<file path="config.mk">
export PLATFORM = sky130hd
export DESIGN_NAME = musa_pc_unit
export DESIGN_NICKNAME = d
export VERILOG_FILES = /design/src/rtl/musa_pc_pkg.sv /design/src/rtl/musa_return_stack.sv /design/src/rtl/musa_pc_unit.sv
export SDC_FILE = /design/constraint.sdc
export NUM_CORES = 1
export LEC_CHECK = 0
export ABC_AREA = 1
export CAP_MARGIN = 20
export CORE_UTILIZATION = 35
export CTS_CLUSTER_DIAMETER = 120
export CTS_CLUSTER_SIZE = 24
export DETAILED_ROUTE_END_ITERATION = 12
export GPL_TIMING_DRIVEN = 0
export PLACE_DENSITY_LB_ADDON = 0.08
export SYNTH_ARGS = -nofsm -noshare
export SYNTH_HDL_FRONTEND = slang
export SYNTH_SLANG_ARGS = --single-unit
</file>
<file path="constraint.sdc">
create_clock -name clk -period 9.7 [get_ports clk]
set_input_delay 2.425 -clock clk [delete_from_list [all_inputs] [get_ports clk]]
set_output_delay 2.425 -clock clk [all_outputs]
set_load 0.005 [all_outputs]
</file>
<file path="src/rtl/musa_pc_pkg.sv">
// Shared definitions for the MUSA program-counter stage: branch codes,
// default address width and the immediate sign-extension helper.
package musa_pc_pkg;

  localparam int ADDR_W_DEF = 32;
  localparam int MAX_ADDR_W = 64;

  typedef enum logic [2:0] {
    BR_SEQ  = 3'b000,
    BR_JR   = 3'b001,
    BR_CALL = 3'b010,
    BR_HALT = 3'b011,
    BR_JPC  = 3'b100
  } branch_e;

  // Extends to the widest supported PC; callers size-cast down to ADDR_W.
  function automatic logic [MAX_ADDR_W-1:0] sext_imm(input logic [15:0] imm);
    return {{(MAX_ADDR_W-16){imm[15]}}, imm};
  endfunction

endpackage

</file>
<file path="src/rtl/musa_return_stack.sv">
// LIFO return-address stack with combinational top-of-stack read.
// Define MUSA_RAS_WRAP_EN to make it circular (overflow overwrites oldest).
module musa_return_stack
  import musa_pc_pkg::*;
#(
  parameter int ADDR_W      = ADDR_W_DEF,
  parameter int STACK_DEPTH = 8
) (
  input  logic                           clk,
  input  logic                           rst_n,
  input  logic                           push_i,
  input  logic                           pop_i,
  input  logic [ADDR_W-1:0]              wdata_i,
  output logic [ADDR_W-1:0]              top_o,
  output logic [$clog2(STACK_DEPTH):0]   depth_o,
  output logic                           full_o,
  output logic                           empty_o,
  output logic                           overflow_o,
  output logic                           underflow_o
);

  localparam int PTR_W = $clog2(STACK_DEPTH);

  logic [ADDR_W-1:0] mem_q [STACK_DEPTH];
  logic [PTR_W-1:0]  sp_q, sp_d;
  logic [PTR_W:0]    depth_q, depth_d;
  logic              wr_en;

  assign full_o  = (depth_q == (PTR_W+1)'(STACK_DEPTH));
  assign empty_o = (depth_q == '0);
  assign depth_o = depth_q;
  // sp_q points at the next free slot; power-of-two depth makes it wrap for free.
  assign top_o   = mem_q[sp_q - PTR_W'(1)];

  always_comb begin
    // NOTE: every output of a combinational block gets a default first so no latch is inferred.
    sp_d        = sp_q;
    depth_d     = depth_q;
    wr_en       = 1'b0;
    overflow_o  = 1'b0;
    underflow_o = 1'b0;
    if (push_i) begin
      if (!full_o) begin
        wr_en   = 1'b1;
        sp_d    = sp_q + PTR_W'(1);
        depth_d = depth_q + (PTR_W+1)'(1);
      end else begin
`ifdef MUSA_RAS_WRAP_EN
        wr_en = 1'b1;
        sp_d  = sp_q + PTR_W'(1);
`else
        overflow_o = 1'b1;
`endif
      end
    end else if (pop_i) begin
      if (!empty_o) begin
        sp_d    = sp_q - PTR_W'(1);
        depth_d = depth_q - (PTR_W+1)'(1);
      end else begin
        underflow_o = 1'b1;
      end
    end
  end

  // NOTE: sequential state uses non-blocking assignments so all registers update together.
  always_ff @(posedge clk or negedge rst_n) begin
    if (!rst_n) begin
      sp_q    <= '0;
      depth_q <= '0;
    end else begin
      sp_q    <= sp_d;
      depth_q <= depth_d;
    end
  end

  // NOTE: storage is deliberately not reset; depth_q alone defines which entries are valid.
  always_ff @(posedge clk) begin
    if (wr_en) mem_q[sp_q] <= wdata_i;
  end

endmodule

</file>
<file path="src/rtl/musa_pc_unit.sv">
// Program-counter stage: next-PC selection, sticky halt and stack error.
// Optional circular return stack via MUSA_RAS_WRAP_EN (see musa_return_stack).
module musa_pc_unit
  import musa_pc_pkg::*;
#(
  parameter int                ADDR_W      = ADDR_W_DEF,
  parameter int                STACK_DEPTH = 8,
  parameter logic [ADDR_W-1:0] RESET_PC    = '0
) (
  input  logic                         clk,
  input  logic                         rst_n,
  input  logic                         write_pc_i,
  input  logic [2:0]                   branch_i,
  input  logic                         push_i,
  input  logic                         pop_i,
  input  logic                         add_pc_i,
  input  logic                         brfl_control_i,
  input  logic                         flag_true_i,
  input  logic [ADDR_W-1:0]            reg_target_i,
  input  logic [15:0]                  imm_i,
  input  logic [25:0]                  jump_target_i,
  output logic [ADDR_W-1:0]            pc_o,
  output logic                         halted_o,
  output logic [$clog2(STACK_DEPTH):0] stack_depth_o,
  output logic                         stack_err_o
);

  logic [ADDR_W-1:0] pc_q, pc_d, pc_inc, pc_rel, rs_top;
  logic              halted_q, halted_d, err_q, err_d;
  logic              rs_push, rs_pop, conflict;
  logic              rs_full, rs_empty, rs_overflow, rs_underflow;

  assign pc_inc = pc_q + ADDR_W'(1);
  assign pc_rel = pc_inc + ADDR_W'(sext_imm(imm_i));

  always_comb begin
    pc_d     = pc_q;
    halted_d = halted_q;
    rs_push  = 1'b0;
    rs_pop   = 1'b0;
    conflict = 1'b0;
    if (write_pc_i && !halted_q) begin
      if (push_i && pop_i) begin
        conflict = 1'b1;
        pc_d     = pc_inc;
      end else if (branch_i == BR_HALT) begin
        halted_d = 1'b1;
      end else if (pop_i && add_pc_i) begin
        rs_pop = 1'b1;
        pc_d   = rs_empty ? pc_inc : rs_top;
      end else if (branch_i == BR_CALL) begin
        rs_push = 1'b1;
        pc_d    = ADDR_W'(jump_target_i);
      end else if (branch_i == BR_JR) begin
        pc_d = reg_target_i;
      end else if (branch_i == BR_JPC) begin
        pc_d = pc_rel;
      end else if (brfl_control_i && flag_true_i) begin
        pc_d = pc_rel;
      end else begin
        pc_d = pc_inc;
      end
    end
  end

  assign err_d = err_q | conflict | rs_overflow | rs_underflow;

  always_ff @(posedge clk or negedge rst_n) begin
    if (!rst_n) begin
      pc_q     <= RESET_PC;
      halted_q <= 1'b0;
      err_q    <= 1'b0;
    end else begin
      pc_q     <= pc_d;
      halted_q <= halted_d;
      err_q    <= err_d;
    end
  end

  musa_return_stack #(
    .ADDR_W      (ADDR_W),
    .STACK_DEPTH (STACK_DEPTH)
  ) u_ras (
    .clk         (clk),
    .rst_n       (rst_n),
    .push_i      (rs_push),
    .pop_i       (rs_pop),
    .wdata_i     (pc_inc),
    .top_o       (rs_top),
    .depth_o     (stack_depth_o),
    .full_o      (rs_full),
    .empty_o     (rs_empty),
    .overflow_o  (rs_overflow),
    .underflow_o (rs_underflow)
  );

  // A dropped push can only ever come from a full stack.
  assert property (@(posedge clk) disable iff (!rst_n) rs_overflow |-> rs_full);

  assign pc_o        = pc_q;
  assign halted_o    = halted_q;
  assign stack_err_o = err_q;

endmodule

</file>
== Word level (Yosys, flattened, before mapping) ==
Memories as Yosys holds them, arrays and structs flattened.
Index checks and enable logic that the tools add are counted.
Storage, ports and cells
  register bits after elaboration: 41
  bits in writable memories: 256
  logic and storage cells: 70
  memories: 1
Operators by class
  add/subtract/negate cells: 6
  eq/ne operators: 8
  mux-type cells: 36
  bitwise operators: 4
  reductions and logical operators: 10
Memory list
  u_ras.mem_q: depth 8, bits a word 32, rd ports 1, clocked after Yosys merged registers in 0, write ports 1, line musa_return_stack.sv:24  | logic [ADDR_W-1:0] mem_q [STACK_DEPTH];
Operator list (number)
  2-to-1 mux 32 bit: 8
  adder 32 x 1 -> 32 bit, second input constant: 1
  adder 32 bit: 1
  2-to-1 mux 1 bit: 20
  2-to-1 mux 4 bit: 4
  2-to-1 mux 3 bit: 4
  == test 3 x 2 -> 1 bit, second input constant: 2
  != test 2 bit, second input constant: 3
  AND reduction 3 bit: 2
  adder 4 x 1 -> 4 bit, second input constant: 1
  == test 4 bit, second input constant: 1
  logical AND 1 bit: 4
  zero test 4 bit: 1
  subtractor 4 x 1 -> 4 bit, second input constant: 1
  adder 3 x 1 -> 3 bit, second input constant: 1
  == test 3 x 1 -> 1 bit, second input constant: 1
  == test 3 bit, second input constant: 1
  bitwise OR 1 bit: 3
  subtractor 3 x 1 -> 3 bit, second input constant: 1
  AND reduction 2 bit: 1
  nonzero test 2 bit: 1
  zero test 1 bit: 1
  NOT 1 bit: 1

== Longest topological paths before layout ==
  word-level depth: 9
  depth in mapped cells: 26
  gate-level depth less buffers: 26

== Modules after synthesis ==
Synthesis repeated with hierarchy kept, for this count alone.
Second synthesis, totals
  cell total of the unflattened synthesis: 2208
  area, all modules: 17459.2 µm²
By module, submodules not included
  musa_return_stack: times used 1, cells an instance 938, area an instance 10764.1 µm², sequential area each 7862.5 µm²
  musa_pc_unit: times used 1, cells an instance 1270, area an instance 6695.2 µm², sequential area each 850.8 µm²

== Worst setup path after synthesis ==
Ideal clock, no wire load.
  path kind: input to register
  start point: input branch_i[1]
  end point: memory u_ras.mem_q[6][0] (netlist bit), enable pin
  data arrival time: 5.533 ns
  data required time: 9.239 ns
  path slack: 3.706 ns
  cell stages on the path: 10
  buffers on the path: 0
  cell sequence: inv_1 -> nor3_4 -> inv_2 -> nor2_2 -> inv_2 -> nor2_4 -> o31ai_1 -> inv_1 -> nand2_1 -> nor3_1
On the way
  word-level cells in the longest chain between the ends: 9
  elaborated cells between the ends (all ways): 10
Ends and longest elaborated chain
  start: declaration: line musa_pc_unit.sv:13  | input logic [2:0] branch_i,
  == test 3 x 2 -> 1 bit: line musa_pc_unit.sv:51  | end else if (branch_i == BR_CALL) begin
  2-to-1 mux 1 bit: line musa_pc_unit.sv:51
  2-to-1 mux 1 bit: line musa_pc_unit.sv:48  | end else if (pop_i && add_pc_i) begin
  2-to-1 mux 1 bit *: line musa_pc_unit.sv:46  | end else if (branch_i == BR_HALT) begin
  2-to-1 mux 1 bit *: line musa_pc_unit.sv:43  | if (push_i && pop_i) begin
  2-to-1 mux 1 bit *: line musa_pc_unit.sv:42  | if (write_pc_i && !halted_q) begin
  2-to-1 mux 1 bit *: line musa_return_stack.sv:42  | if (push_i) begin
  2-to-1 mux 1 bit *: line musa_return_stack.sv:78  | if (wr_en) mem_q[sp_q] <= wdata_i;
  2-to-1 mux 1 bit (implied by the code) *: line musa_return_stack.sv:78
  end: declaration: line musa_return_stack.sv:24
Every way passes the cells marked *; elsewhere a longest branch is shown, timed or not.

== Worst setup path in the final report ==
  start point: input pop_i
  end point: memory u_ras.mem_q[6][28] (netlist bit), enable pin
On the way
  word-level cells in the longest chain between the ends: 8
  elaborated cells between the ends (all ways): 9
Ends and longest elaborated chain
  start: declaration: line musa_pc_unit.sv:15  | input logic pop_i,
  logical AND 1 bit: line musa_pc_unit.sv:48
  2-to-1 mux 1 bit: line musa_pc_unit.sv:48
  2-to-1 mux 1 bit: line musa_pc_unit.sv:46
  2-to-1 mux 1 bit *: line musa_pc_unit.sv:43
  2-to-1 mux 1 bit *: line musa_pc_unit.sv:42
  2-to-1 mux 1 bit *: line musa_return_stack.sv:42
  2-to-1 mux 1 bit *: line musa_return_stack.sv:78
  2-to-1 mux 1 bit (implied by the code) *: line musa_return_stack.sv:78
Marks and branches as above.

==> results.toml <==
[routing]
avgViaCountPerCell = 5.38
ant_nets = 0
wl_per_cell_um = 24.2
num_vias = 15400
drc = 0
drt-total-wl_um = 69000
first_pass_iters = 6
drt_iter0_markers = 1574

[min_path]
min_to = "stack_err_o"
hold_class = "flop to flop"
whs_path_depth = 2
min_from = "stack_err_o"

[outcome]
status = "finished clean"

[worst_setup_path]
path_buf_inv = 7
crit_family = "simple AND/OR/NAND/NOR gates"
path_class = "input pin to flop"
cp_data_arrival_time_ps = 5680
cp-end-kind = "flop"
reg2regPathDepth = 22
ff2ff_setup_slack_ps = 4820
critPathLaunch = "pop_i"
cp_max_fo = 10
worstSetupStartpointType = "input pin"
worstPathRequired_ps = 9900
reg2reg_to = "pc_o[20]"
rr_startpoint = "pc_o[0]"
worstPathCellList = "clkdlybuf4s50_1 -> nand2_1 -> inv_1 -> nor2_2 -> inv_2 -> nor2_4 -> o31ai_1 -> inv_1 -> nand2_1 -> nor3_2 -> buf_8 -> buf_8 -> buf_6"
cpMaxStageDelayCell = "nor3_2"
cpPeakStageDelay_ps = 730

[yosys]
synth-edff-count = 256
syn-cell-area_um2 = 17000
synthDistinctLibCells = 42
syn-num-nets = 2193
synthCells = 2063
synth-async-reset-ratio_pct = 13.8
synthFlopType = "edfxtp_1"
synth-seq-cells = 297
yosysWarnings = 0
ys_seq_area_share_pct = 51.1
postSynthAreaPerCell_um2 = 8.26

[clocking]
cts_tree = "yes"
htreeDepth = 1
clockBufferDepth = 3
clock_latency_ps = 520
cts.sink_count = 297
cts_resized = 0
numCtsBuffers = 16
cts_setup_buffers = 0
path_clk_slew_ps = 100
cts_hold_buffers = 0
root_buffer = "clkbuf_16"

[timing]
max_slew.worst_pin.slew_ps = 898
tns_ps = 0
setup_violations = 0
fin_skew_ps = 33.2
slew_violations = 0
hold_ws_ps = 517
slew_headroom_pct = 39.7
max_freq_ghz = 0.183
hold_viol = 0
rsz0062_at_grt = "false"
fin_crit_sh_pct = 56.4
worst_slack_ps = 4230
min_period_ps = 5470

[floorplanning]
row_count = 80
dieArea_um2 = 49600
io_pins = 123
chipHeight_um = 223
initial_core_util_pct = 35.6
core-area_um2 = 47800
fp.dieW_um = 223

[power_and_ir_drop]
peakVddDrop_uv = 96.5
p_sw_uw = 535
p_seq_share_pct = 59.4
clkPwrFrac_pct = 32.4
power_density_nw_per_um2 = 115
p_comb_share_pct = 8.2
p_int_mw = 1.77
fin_total_pwr_mw = 2.30
leakage_nw = 8.58
power.share.switching_pct = 23.2

[placement]
dpl_cell_area_um2 = 19400
place_ws_ps = 3700
placed_cells = 2828
routabilityCongestion = 0.966
port_buffers = 122
dp_hpwl_um = 53600

[cells_and_area]
finalNonFillerCells = 2853
final_area_um2 = 19900
drive_gt1_share_pct = 5.94
num-nets-final = 2362
area_growth_pct = 17.0
antenna_cells = 0
fin_util_pct = 41.7

[grt]
antenna_found_initial = 0
grt_max_degree = 34
track_usage_pct = 27.6
grt_pass1_vias = 14800
grt_overflow = 0
grt_first_pass_wirelength_um = 99800

[flow_run]
max_cap_viol_count = 0
-- cells in the final DEF, fill, tap and decap left out, types with 6 or more instances in the layout --
cell type	n
a21oi_1	82
a31oi_1	20
buf_2	26
buf_6	22
clkbuf_1	59
clkbuf_16	17
clkdlybuf4s50_1	121
dfrtp_1	41
edfxtp_1	256
ha_1	43
inv_1	193
inv_2	8
nand2_1	566
nand2_2	9
nand3_1	104
nand4_1	12
nor2_1	247
nor2_4	6
nor3_1	14
nor3_2	9
o211ai_1	19
o21ai_0	213
o21ai_1	10
o21bai_1	7
o221ai_1	8
o22ai_1	52
or2_2	8
xor2_1	18
-- layout make-up --
cell class | count | area, um2
fillers | 4924 | 27900
flip-flops and latches | 297 | 8710
multi-input cells | 1476 | 7210
repair buffers | 151 | 1600
well taps | 615 | 769
inverters | 201 | 754
clock buffers | 22 | 444
plain buffers | 89 | 420
clock inverters | 2 | 21.3
-- synth_stat cells (2+ instances only) --
cell type,n,area [um2]
nand3b_1,5,37.5
inv_2,8,30.0
o211ai_1,19,143
o221ai_1,8,70.1
o21bai_1,7,52.6
edfxtp_1,256,7690
buf_2,25,125
clkbuf_8,2,27.5
a31oi_1,20,125
nand2_2,9,56.3
or2_2,8,50.1
nor3_4,2,32.5
o21ai_1,10,50.1
xnor2_1,2,17.5
nor2_1,249,935
dfrtp_1,41,1030
nand2_1,566,2120
o22ai_1,52,325
inv_1,193,724
buf_1,2,7.51
buf_4,2,15.0
nand3_2,2,20.0
nor3_1,20,100
xor2_1,19,166
a21oi_1,82,410
nor3_2,3,30.0
clkbuf_1,54,203
o21ai_0,213,1070
buf_6,3,33.8
nand4_1,12,75.1
and2_1,4,25.0
nor2_2,4,25.0
ha_1,43,538
fa_1,2,40.0
a21o_1,3,22.5
nand3_1,104,521
nor2_4,4,45.0
-- worst max path at each step --
stage / end / slack [ps] / cells after the start
floorplan: u_ras.mem_q[6][0] / 3710 / 10
global placement: u_ras.mem_q[7][28] / 220 / 10
detailed placement: pc_o[20] / 3700 / 15
CTS: u_ras.mem_q[6][28] / 4210 / 13
global route: u_ras.mem_q[6][28] / 4020 / 13
finish: u_ras.mem_q[6][28] / 4230 / 13
-- routing by layer --
| layer | vias up | global-route usage, % | part of all wire [%] |
|---|---|---|---|
| met5 | - | 0 | 0 |
| met4 | 0 | 9.12 | 3.6 |
| met3 | 106 | 2.96 | 5.8 |
| met2 | 567 | 45.2 | 46 |
| met1 | 7425 | 38.1 | 44 |
| li1 | 7260 | - | - |
-- sequential cells by signal (all words and copies together), names as in the netlist --
name and count:
stack_err_o 1, u_ras.sp_q 3, halted_o 1, u_ras.mem_q 256, pc_o 32, u_ras.depth_o 4
-- power by group through the flow --
stage                     logic, mW  clock network (mW)  registers [mW]
after global placement        0.183                   0            1.40
after detailed placement      0.183                   0            1.40
after floorplan              0.0884                   0            1.40
final                         0.188               0.745            1.37
after global routing          0.203               0.793            1.37
after CTS                     0.184               0.754            1.37
-- tightest hold or removal path: cells and delay by family, from the launching register on --
family | cells | cell delay [ps]
AOI/OAI and AO/OA | 1 | 40
and+or+nand+nor | 1 | 80
DFF | 1 | 360
-- cells by family after synthesis --
family	count (synthesis)	share of synthesized area [%]
AND/OR/NAND/NOR	992	23.9
XOR/XNOR	22	1.18
adder cells (fa/ha/maj)	45	3.39
multiplexers	1	0.0881
AO/OA/AOI/OAI	416	13.4
buffers and inverters	290	6.90
flip-flops	297	51.1
Power figures use the tool's default switching activity.
